## config.mk

```make
export PLATFORM = sky130hd
export DESIGN_NAME = lpad_ctrl
export DESIGN_NICKNAME = d
export VERILOG_FILES = /design/src/rtl/lpad_ctrl.sv
export SDC_FILE = /design/constraint.sdc
export NUM_CORES = 1
export LEC_CHECK = 0
export CORE_MARGIN = 2
export CORE_UTILIZATION = 30
export CTS_CLUSTER_DIAMETER = 200
export DETAILED_ROUTE_END_ITERATION = 12
export PLACE_DENSITY = 0.62
export SYNTH_ARGS = -nofsm -noshare
export SYNTH_HDL_FRONTEND = slang
export SYNTH_SLANG_ARGS = --single-unit
```

## constraint.sdc

```tcl
create_clock -name clk_i -period 3.8 [get_ports clk_i]
set_clock_uncertainty 0.05 [all_clocks]
set_input_delay 1.14 -clock clk_i [delete_from_list [all_inputs] [get_ports clk_i]]
set_output_delay 1.14 -clock clk_i [all_outputs]
set_load 0.01 [all_outputs]
```

## src/rtl/lpad_ctrl.sv

```systemverilog
// Forward-edge CFI landing-pad controller: arms on indirect jumps, checks the next
// accepted decode entry for a matching LPAD, and raises a software-check fault otherwise.
//
// state  | meaning
// IDLE   | no landing pad expected
// EXPECT | next accepted entry must be an LPAD matching label_q (or wildcard)
// FAULT  | check failed; fault pending, decode stalled until ex_ack_i
module lpad_ctrl #(
  parameter int LABEL_W = 20,
  parameter int CNT_W   = 16
) (
  input  logic               clk_i,
  input  logic               rst_ni,
  input  logic               en_i,
  input  logic               debug_mode_i,
  input  logic               trap_i,
  input  logic               jump_valid_i,
  input  logic [LABEL_W-1:0] jump_label_i,
  input  logic               instr_valid_i,
  input  logic               instr_ready_i,
  input  logic [31:0]        instr_i,
  input  logic               is_compressed_i,
  output logic               elp_o,
  output logic               stall_o,
  output logic               ex_valid_o,
  output logic [LABEL_W-1:0] ex_tval_o,
  input  logic               ex_ack_i,
  output logic [CNT_W-1:0]   viol_cnt_o
);

  typedef enum logic [1:0] {
    IDLE   = 2'd0,
    EXPECT = 2'd1,
    FAULT  = 2'd2
  } state_t;

  state_t             state_q;
  logic [LABEL_W-1:0] label_q;
  logic [LABEL_W-1:0] tval_q;
  logic [CNT_W-1:0]   cnt_q;
  logic               elp_q;
  logic               fault_q;

  logic               handshake;
  logic               is_lpad;
  logic               label_match;
  logic               check_pass;
  logic               cnt_full;

  // The check is combinational on the handshake but only ever lands in flops.
  always_comb begin
    handshake   = instr_valid_i & instr_ready_i;
    is_lpad     = (instr_i[6:0] == 7'b0010111) && (instr_i[11:7] == 5'd0) && !is_compressed_i;
    label_match = (instr_i[31:12] == '0) || (instr_i[31:12] == label_q);
    check_pass  = is_lpad && label_match;
    cnt_full    = &cnt_q;
  end

  always_ff @(posedge clk_i or negedge rst_ni) begin
    if (!rst_ni) begin
      state_q <= IDLE;
      label_q <= '0;
      tval_q  <= '0;
      cnt_q   <= '0;
      elp_q   <= 1'b0;
      fault_q <= 1'b0;
    end else if (trap_i || !en_i || debug_mode_i) begin
      state_q <= IDLE;
      elp_q   <= 1'b0;
      fault_q <= 1'b0;
    end else begin
      case (state_q)
        IDLE: begin
          if (jump_valid_i) begin
            state_q <= EXPECT;
            label_q <= jump_label_i;
            elp_q   <= 1'b1;
          end
        end
        EXPECT: begin
          if (handshake && !check_pass) begin
            state_q <= FAULT;
            tval_q  <= label_q;
            elp_q   <= 1'b0;
            fault_q <= 1'b1;
            if (!cnt_full) cnt_q <= cnt_q + 1'b1;
          end else if (handshake) begin
            if (jump_valid_i) begin
              label_q <= jump_label_i;
            end else begin
              state_q <= IDLE;
              elp_q   <= 1'b0;
            end
          end else if (jump_valid_i) begin
            label_q <= jump_label_i;
          end
        end
        FAULT: begin
          // Jumps are ignored here; the fault must be taken first.
          if (ex_ack_i) begin
            state_q <= IDLE;
            fault_q <= 1'b0;
          end
        end
        default: begin
          state_q <= IDLE;
          elp_q   <= 1'b0;
          fault_q <= 1'b0;
        end
      endcase
    end
  end

  assign elp_o      = elp_q;
  assign stall_o    = fault_q;
  assign ex_valid_o = fault_q;
  assign ex_tval_o  = tval_q;
  assign viol_cnt_o = cnt_q;

endmodule

```

==> metrics.csv, run 1 <==
stage,metric,value,unit
synth,synthCells,226,
worst_setup_path,criticalPathCategory,input port to flip-flop,
worst_setup_path,arrival,3.41,ns
die,initial_core_util,31.24,%
synth,syn-num-nets,289,
layout,syn2layout_area_growth,42.79,%
synth,yosys_warnings,0,
worst_setup_path,critPathMaxFanout,20,
sta,period_needed,3.242,ns
synth,synth_cell_types,40,
grt,grt_pass1_vias,2420,
worst_setup_path,rr_worst_depth,6,
clock_network,clk_pin_slew,0.07,ns
clock_network,cts_resized,0,
sta,fin_crit_sh,85.31,%
clock_network,hold_buffers,0,
sta,finalSetupTns,0,ns
layout,layout.cells.non_filler,471,
clock_network,cts_root_buffer,clkbuf_8,
sta,max_freq,308.5,MHz
placement,dp.final_hpwl,5617,um
layout,nNetsFinal,397,
clock_network,cts_inserted_buffers,9,
sta,slew_violations,0,
die,die_w,105.4,um
worst_setup_path,required,3.97,ns
synth,yosys-top-cells-count,"60 x dfrtp_1, 40 x mux2_4, 32 x xnor2_1",
grt,grt_pass1_wl,12420,um
die,num_rows,36,
status,status,"finished, final reports clean",
synth,synth_top_area_share,48.72,%
layout,diodes,0,
synth,ys_seq_area_share,48.72,%
grt,grt_usage,14.35,%
clock_network,cts_setup_buffers,0,
layout,fillerInstances,908,
synth,synth_area,0.003082,sq mm
route,first_pass_iters,4,
worst_setup_path,worstSetupStartpointType,input port,
sta,relSlewSlack,53.12,%
die,ios,101,
worst_setup_path,r2r_slack,1.46,ns
route,dr_total_vias,2168,
route,ant_nets,0,
grt,grt_max_degree,32,
worst_setup_path,cp-end-kind,flip-flop,
worst_setup_path,crit_end,ex_tval_o[12]$_DFFE_PN0P_,
synth,synth_top_area_cell,dfrtp_1,
synth,synth-seq-cells,60,
synth,synth_edf_count,0,
placement,port_buffers,100,
hold_path,min-delay-start,viol_cnt_o[9]$_DFFE_PN0P_,
route,vias_per_cell,4.603,
sta,setup_viol,0,
worst_setup_path,r2r_start,label_q[8]$_DFFE_PN0P_,
grt,grt_antenna_before_repair,1,
synth,yosys-top-cells-area,"dfrtp_1 49%, mux2_4 19%, xnor2_1 9.1%",
worst_setup_path,crit-reg2reg-capture,ex_tval_o[12]$_DFFE_PN0P_,
power_and_ir_drop,p_per_area,367.3,mW/mm^2
sta,rsz0062_at_grt,false,
placement,place_inst,456,
route,drtIter0Drc,50,
layout,multi_input_area,0.001488,sq mm
die,die-height,105.4,um
sta,worst_slew_pin_slew,0.7032,ns
power_and_ir_drop,leakagePower,1.790,nW
sta,hold_viol,0,
worst_setup_path,crit_start,instr_i[5],
layout,layout-drive-gt1-share,21.89,%
placement,place.gp.congestion,0.7779,
layout,layout.area.seq,0.001501,sq mm
power_and_ir_drop,ir_drop,0.0001847,V
synth,syn_avg_cell_area,13.64,sq um
route,wire_per_inst,16.11,um
synth,yosys_most_used_dff,dfrtp_1,
run,drv_cap,0,
clock_network,tritoncts,yes,
grt,grt-ovfl-total,0,
synth,yosys.cell_count.top_type,dfrtp_1,
hold_path,hold_path.class,flip-flop to flip-flop,
clock_network,clk_latency,0.33,ns
clock_network,clk_path_buf_depth,2,
route,routed_wl,7587,um
clock_network,htreeDepth,3,
die,core_area,0.009864,sq mm
synth,async_reset_ff_share,100.0,%
die,die_area,0.01110,sq mm
clock_network,cts_sinks,60,
route,drc,0,
[cell usage in the layout (no fill, tap or decap), types with 3 or more instances in the layout]
master and instances:
nand3_1 10, mux2_1 3, and3_1 3, and2_1 3
nor3_2 4, nand2_1 8, mux2_4 40, clkdlybuf4s50_1 99
nor2_1 7, clkbuf_8 10, clkinv_2 3, dfrtp_1 60
nor4_1 5, xnor2_1 32, nand4_1 15
[sequential cells by signal (all words and copies together) (netlist names)]
name        cells
ex_tval_o      20
label_q        20
ex_valid_o      1
viol_cnt_o     16
state_q         2
elp_o           1
[stage by stage]
stage	hold WS [ns]	setup slack (ns)	total power [W]	utilization, %	cell area, sq um
after CTS	0.4511	0.5529	0.001643	44.61	4400
after detailed placement	0.4347	0.2033	0.001062	42.68	4210
after floorplan	0.4589	1.104	0.0009159	-	3082
after global routing	0.4721	0.4394	0.001696	44.61	4400
after global placement	0.4361	0.2667	0.001061	42.68	4210
final	0.4486	0.5581	0.001616	44.61	4400
[worst min path at each step]
stage	endpoint	cells after the start
CTS	viol_cnt_o[3]$_DFFE_PN0P_	1
floorplan	ex_valid_o$_DFFE_PN0P_	1
global route	viol_cnt_o[9]$_DFFE_PN0P_	1
detailed placement	viol_cnt_o[3]$_DFFE_PN0P_	1
finish	viol_cnt_o[9]$_DFFE_PN0P_	1
global placement	viol_cnt_o[9]$_DFFE_PN0P_	1
[metal layers]
metal | routed length, um | global-route usage (%) | vias to the layer above
met5 | 7 | 0 | -
met4 | 104 | 5.429 | 2
met3 | 541 | 4.329 | 12
met2 | 3439 | 22.81 | 81
met1 | 3494 | 18.32 | 1041
li1 | - | - | 1032
[power by group]
group	leakage, nW	internal (W)	switching, W	total [W]
clock network	0.0979	0.000314	0.000257	0.000571
logic	0.896	0.000198	0.0000884	0.000286
registers	0.796	0.000698	0.0000609	0.000759
[worst max-delay path, cell delays in order]
cell	delay, ns
clkdlybuf4s50_1	0.45
and4bb_1	0.21
nand4_2	0.12
nor3_2	0.06
a211oi_2	0.54
and2_4	0.52
mux2_4	0.34
[cell families (layout without fill, tap and decap cells)]
group           count (synthesis)  after routing  synth area share (%)
flops                          60             60                 48.72
compound gates                  7              7                 1.705
mux                            44             44                 20.91
fa+ha+maj                       1              1                0.4059
simple gates                   73             73                 15.88
xor+xnor                       33             33                 9.379
buf+inv                         8            120                 3.004
[area by class of cell]
| type | count | share of cell area, % |
|---|---|---|
| Timing Repair Buffer | 104 | 23.88 |
| Clock buffer | 10 | 3.128 |
| Sequential cell | 60 | 34.12 |
| Multi-Input combinational cell | 158 | 33.81 |
| Clock inverter | 5 | 1.194 |
| Inverter | 1 | 0.08530 |
| Tap cell | 133 | 3.782 |
Power figures use the tool's default switching activity.
==> run 2: changes to the inputs <==
--- a/config.mk
+++ b/config.mk
@@ -5,7 +5,8 @@
 export SDC_FILE = /design/constraint.sdc
 export NUM_CORES = 1
 export LEC_CHECK = 0
-export CORE_MARGIN = 2
+export CAP_MARGIN = 40
+export CORE_MARGIN = 5
 export CORE_UTILIZATION = 30
 export CTS_CLUSTER_DIAMETER = 200
 export DETAILED_ROUTE_END_ITERATION = 12
==> run 2 against run 1 <==
Net effect:
- register-to-register slack improved by 0.06 ns
- power increased by 5.1%
- sequential share of layout area down 0.19 points
- via count shrank 0.28%
- critical path depth stayed put
- count of clock-buffer cells in the layout stayed put
- clock power grew 14%
- wire length rose by 4.8%
- final area increased by 0.57%
- setup slack gained 0.087 ns
- largest power group unchanged
- highest routed layer unchanged
==> metrics.csv, run 2 (same netlist as run 1, synthesis figures left out) <==
stage,metric,value,unit
worst_setup_path,r2r_slack,1.52,ns
worst_setup_path,cpPeakStageDelay,0.51,ns
route,dr_total_vias,2162,
layout,diodes,0,
sta,hold-worst-slack,0.4618,ns
placement,port_buffers,100,
layout,final_common_cell,clkdlybuf4s50_1,
die,num_rows,37,
route,met2_length,3614,um
worst_setup_path,critPathTopFamily,simple AND/OR/NAND/NOR gates,
route,first_pass_iters,4,
status,status,"finished, final reports clean",
clock_network,cts_setup_buffers,0,
worst_setup_path,required,3.96,ns
sta,rsz0062_at_grt,false,
grt,grt-ovfl-total,0,
sta,max_freq,317.0,MHz
grt,grt_antenna_before_repair,1,
sta,hold_viol,0,
sta,fin_crit_sh,83.01,%
route,vias_per_cell,4.552,
clock_network,cts_resized,0,
die,die-height,111.4,um
layout,syn2layout_area_growth,43.61,%
die,ios,101,
power_and_ir_drop,p_per_area,384.0,mW/mm^2
clock_network,htreeDepth,3,
die,initial_core_util,30.26,%
placement,place_inst,459,
clock_network,clk_pin_slew,0.07,ns
placement,place.gp.congestion,0.7951,
grt,grt_pass1_vias,2463,
sta,setup_viol,0,
worst_setup_path,crit_start,instr_i[5],
grt,grt_usage,13.24,%
worst_setup_path,worstSetupStartpointType,input port,
sta,finalSetupTns,0,ns
worst_setup_path,cpMaxStageDelayCell,and2_4,
sta,relSlewSlack,52.51,%
route,dr_wl_met3,540,um
worst_setup_path,cp-end-kind,flip-flop,
clock_network,clk_path_buf_depth,2,
clock_network,cts_root_buffer,clkbuf_8,
die,core_area,0.01018,sq mm
route,routed.top_layer,met5,
route,wire_per_inst,16.73,um
power_and_ir_drop,leakagePower,1.802,nW
layout,nNetsFinal,397,
die,die_w,111.4,um
grt,grt_max_degree,32,
clock_network,tritoncts,yes,
grt,grt_pass1_wl,13120,um
clock_network,clk_latency,0.34,ns
sta,period_needed,3.154,ns
route,drt-met1-wl,3689,um
sta,worst_slew_pin_slew,0.7123,ns
sta,slew_violations,0,
clock_network,cts_inserted_buffers,9,
worst_setup_path,r2r_start,label_q[2]$_DFFE_PN0P_,
run,drv_cap,0,
hold_path,hold_path.class,flip-flop to flip-flop,
worst_setup_path,critPathMaxFanout,20,
worst_setup_path,crit_end,ex_tval_o[11]$_DFFE_PN0P_,
worst_setup_path,arrival,3.31,ns
layout,final_cell_mix,"99 x clkdlybuf4s50_1, 60 x dfrtp_1, 40 x mux2_4, 32 x xnor2_1, 15 x nand4_1",
worst_setup_path,path_cells,"clkdlybuf4s50_1, and4bb_1, nand4_2, nor3_2, a211oi_2, and2_4, mux2_4",
die,die_area,0.01240,sq mm
power_and_ir_drop,fin_total_pwr,0.001699,W
layout,layout-drive-gt1-share,22.12,%
worst_setup_path,path_buf_inv,1,
route,drtIter0Drc,53,
clock_network,hold_buffers,0,
worst_setup_path,rr_worst_depth,6,
layout,layout.cells.non_filler,475,
clock_network,cts_sinks,60,
route,routed_wl,7949,um
worst_setup_path,critical_path_depth,7,
route,ant_nets,0,
worst_setup_path,crit-reg2reg-capture,ex_tval_o[11]$_DFFE_PN0P_,
worst_setup_path,criticalPathCategory,input port to flip-flop,
route,drc,0,
power_and_ir_drop,ir_drop,0.0001803,V
placement,dp.final_hpwl,6047,um
## run 2: report_power, final
| group | internal, W | switching (W) |
|---|---|---|
| sequential | 0.000698 | 0.0000607 |
| clock | 0.000387 | 0.000265 |
| combinational | 0.000197 | 0.0000906 |
## run 2: worst min path at each step
stage	depth (start not counted)	startpoint	end
after floorplan	1	state_q[1]$_DFFE_PN0P_	ex_valid_o$_DFFE_PN0P_
after global placement	1	viol_cnt_o[3]$_DFFE_PN0P_	viol_cnt_o[3]$_DFFE_PN0P_
after detailed placement	1	ex_tval_o[18]$_DFFE_PN0P_	ex_tval_o[18]$_DFFE_PN0P_
after CTS	1	ex_tval_o[18]$_DFFE_PN0P_	ex_tval_o[18]$_DFFE_PN0P_
after global routing	1	ex_tval_o[1]$_DFFE_PN0P_	ex_tval_o[1]$_DFFE_PN0P_
final	1	ex_tval_o[18]$_DFFE_PN0P_	ex_tval_o[18]$_DFFE_PN0P_
## run 2: area by class of cell
cell class	count	area [sq um]
inverter	1	3.754
sequential	60	1501
multi-input combinational	158	1488
fill	975	5759
clock buffer	10	137.6
tap	136	170.2
clock inverter	6	86.33
timing repair buffer	104	1039
## run 2: metal layers
layer	up-vias	global-route usage (%)
met4	2	3.650
met3	13	4.457
met2	80	20.87
li1	1031	-
met5	-	0
met1	1036	17.47
## run 2: through the flow
step	setup WS (ns)	util (%)	area [sq um]
after floorplan	1.104	-	3082
final	0.6455	43.45	4425
after detailed placement	0.2928	41.25	4202
after CTS	0.6370	43.45	4425
after global placement	0.3497	41.25	4202
after global routing	0.5473	43.45	4425
==> run 3: changes to the inputs <==
==> constraint.sdc (replaced) <==
create_clock -name clk_i -period 3.1 [get_ports clk_i]
set_clock_uncertainty 0.05 [all_clocks]
set_input_delay 0.93 -clock clk_i [delete_from_list [all_inputs] [get_ports clk_i]]
set_output_delay 0.93 -clock clk_i [all_outputs]
set_load 0.01 [all_outputs]
==> run 3 against run 2 <==
Net effect:
- global-route usage shrank 0.33 points
- count of clock-buffer cells in the layout stayed put
- clock power increased by 9.6%
- sequential power rose by 22%
- sequential cell count did not move
- first-iteration DRC count decreased by 28%
- die area unchanged
- wire length is 1.2% lower
- non-clock buffer count up 7
- via count up 2.8%
- utilization increased by 0.54 points
==> metrics.csv, run 3 (same netlist as run 1, synthesis figures left out) <==
stage,metric,value,unit
sta,worst_slew_pin_slew,0.4147,ns
layout,final_area,0.004481,sq mm
worst_setup_path,path_buf_inv,2,
clock_network,htreeDepth,3,
route,ant_nets,0,
sta,period_needed,2.784,ns
layout,syn2layout_area_growth,45.39,%
layout,diodes,0,
sta,setup_viol,0,
placement,place.gp.congestion,0.8198,
sta,relSlewSlack,72.35,%
power_and_ir_drop,switching_share,25.42,%
worst_setup_path,arrival,2.95,ns
placement,dp.final_hpwl,5855,um
clock_network,clk_path_buf_depth,2,
route,first_pass_iters,4,
layout,final_common_cell,clkdlybuf4s50_1,
placement,placed_area,0.004279,sq mm
worst_setup_path,required,3.26,ns
worst_setup_path,critPathTopFamily,simple AND/OR/NAND/NOR gates,
die,num_rows,37,
clock_network,tritoncts,yes,
route,routed_wl,7853,um
worst_setup_path,r2r_start,label_q[6]$_DFFE_PN0P_,
worst_setup_path,r2r_slack,1.02,ns
route,drtIter0Drc,38,
die,die_w,111.4,um
power_and_ir_drop,switchingPower,0.0005098,W
run,drv_cap,0,
power_and_ir_drop,sequentialPowerShare,46.3,%
worst_setup_path,path_cells,"clkdlybuf4s50_1, buf_4, xnor2_1, nand4_1, nor3_2, a211oi_2, and2_4, mux2_4",
grt,grt_pass1_wl,12590,um
clock_network,cts_resized,0,
worst_setup_path,worstSetupStartpointType,input port,
power_and_ir_drop,internal-power,0.001495,W
route,vias_per_cell,4.612,
sta,max_freq,359.3,MHz
clock_network,cts_sinks,60,
worst_setup_path,critPathMaxFanout,20,
layout,nNetsFinal,404,
worst_setup_path,rr_worst_depth,6,
sta,slew_violations,0,
grt,grt-ovfl-total,0,
clock_network,cts_setup_buffers,0,
die,initial_core_util,30.26,%
worst_setup_path,criticalPathCategory,input port to flip-flop,
worst_setup_path,cp-end-kind,flip-flop,
route,wire_per_inst,16.29,um
grt,grt_antenna_before_repair,0,
worst_setup_path,crit-reg2reg-capture,ex_tval_o[6]$_DFFE_PN0P_,
power_and_ir_drop,clkPwrFrac,35.7,%
sta,hold-worst-slack,0.4444,ns
worst_setup_path,crit_start,instr_i[23],
clock_network,hold_buffers,0,
layout,fillerInstances,965,
clock_network,clk_pin_slew,0.07,ns
status,status,"finished, final reports clean",
placement,port_buffers,100,
worst_setup_path,cpPeakStageDelay,0.47,ns
sta,rsz0062_at_grt,false,
sta,fin_crit_sh,89.79,%
power_and_ir_drop,ir_drop,0.0002194,V
route,dr_total_vias,2223,
hold_path,min-delay-start,viol_cnt_o[9]$_DFFE_PN0P_,
die,ios,101,
power_and_ir_drop,p_comb_share,18.0,%
sta,hold_viol,0,
power_and_ir_drop,p_per_area,447.5,mW/mm^2
worst_setup_path,cpMaxStageDelayCell,and2_4,
power_and_ir_drop,leakagePower,1.829,nW
die,core_area,0.01018,sq mm
grt,grt_pass1_vias,2364,
clock_network,cts_root_buffer,clkbuf_8,
worst_setup_path,critical_path_depth,8,
die,die_area,0.01240,sq mm
layout,final_cell_mix,"99 x clkdlybuf4s50_1, 60 x dfrtp_1, 40 x mux2_4, 32 x xnor2_1, 15 x nand4_1",
worst_setup_path,crit_end,ex_tval_o[6]$_DFFE_PN0P_,
clock_network,cts_inserted_buffers,9,
grt,grt_max_degree,61,
grt,grt_usage,12.91,%
route,drc,0,
clock_network,clk_latency,0.33,ns
layout,layout-drive-gt1-share,23.70,%
die,die-height,111.4,um
hold_path,hold_path.class,flip-flop to flip-flop,
-- run 3: cell count changes in the layout (fill, tap and decap cells not counted), sizes merged --
cell      change
clkinvlp      +1
buf           +7
inv           -1
clkinv        +1
bufinv        -1
-- run 3: worst reg2reg max path, delay by kind of cell, from the launching register on --
family | cells | cell delay (ns)
AOI/OAI and AO/OA | 1 | 0.30
xor gates and xnor gates | 1 | 0.16
DFF | 1 | 0.42
muxes | 1 | 0.35
and+or+nand+nor | 3 | 0.68
-- run 3: worst min path at each step --
| stage | to | slack, ns | cells after the start |
|---|---|---|---|
| 6_report | viol_cnt_o[9]$_DFFE_PN0P_ | 0.44 | 1 |
| 5_1_grt | ex_tval_o[6]$_DFFE_PN0P_ | 0.48 | 1 |
| 4_1_cts | viol_cnt_o[9]$_DFFE_PN0P_ | 0.46 | 1 |
| 3_5_place_dp | viol_cnt_o[9]$_DFFE_PN0P_ | 0.45 | 1 |
| 3_3_place_gp | viol_cnt_o[9]$_DFFE_PN0P_ | 0.44 | 1 |
| 2_1_floorplan | ex_valid_o$_DFFE_PN0P_ | 0.46 | 1 |
-- run 3: area by class of cell --
| class | instances | area (sq um) | area share (%) |
|---|---|---|---|
| Tap cell | 136 | 170.2 | 3.798 |
| Timing Repair Buffer | 111 | 1116 | 24.91 |
| Clock buffer | 10 | 137.6 | 3.072 |
| Multi-Input combinational cell | 158 | 1488 | 33.20 |
| Sequential cell | 60 | 1501 | 33.51 |
| Inverter | 1 | 3.754 | 0.08378 |
| Clock inverter | 6 | 63.81 | 1.424 |
-- run 3: layer usage --
metal | track usage, % | up-vias | part of all wire (%)
li1 | - | 1046 | -
met1 | 17.09 | 1087 | 46
met2 | 19.90 | 84 | 46
met3 | 5.435 | 6 | 7.7
met4 | 2.676 | 0 | 0.60
met5 | 0 | - | 0
-- run 3: power groups by stage --
stage	Combinational, W	Clock [W]	Sequential [W]
finish	0.000361	0.000716	0.000928
global placement	0.000363	0	0.000942
CTS	0.000368	0.000740	0.000930
detailed placement	0.000365	0	0.000945
global route	0.000390	0.000776	0.000939
floorplan	0.000192	0	0.000930
-- run 3: stage by stage --
stage / setup TNS [ns] / power, W / util [%] / setup WS, ns / std cells
3_3_place_gp: -0.9969 / 0.001305 / 42.01 / -0.05398 / 466
5_1_grt: 0 / 0.002105 / 43.99 / 0.1853 / 482
4_1_cts: 0 / 0.002038 / 43.99 / 0.3001 / 482
2_1_floorplan: 0 / 0.001123 / - / 0.6138 / 226
3_5_place_dp: -1.429 / 0.001310 / 42.01 / -0.04725 / 466
6_report: 0 / 0.002005 / 43.99 / 0.3165 / 482
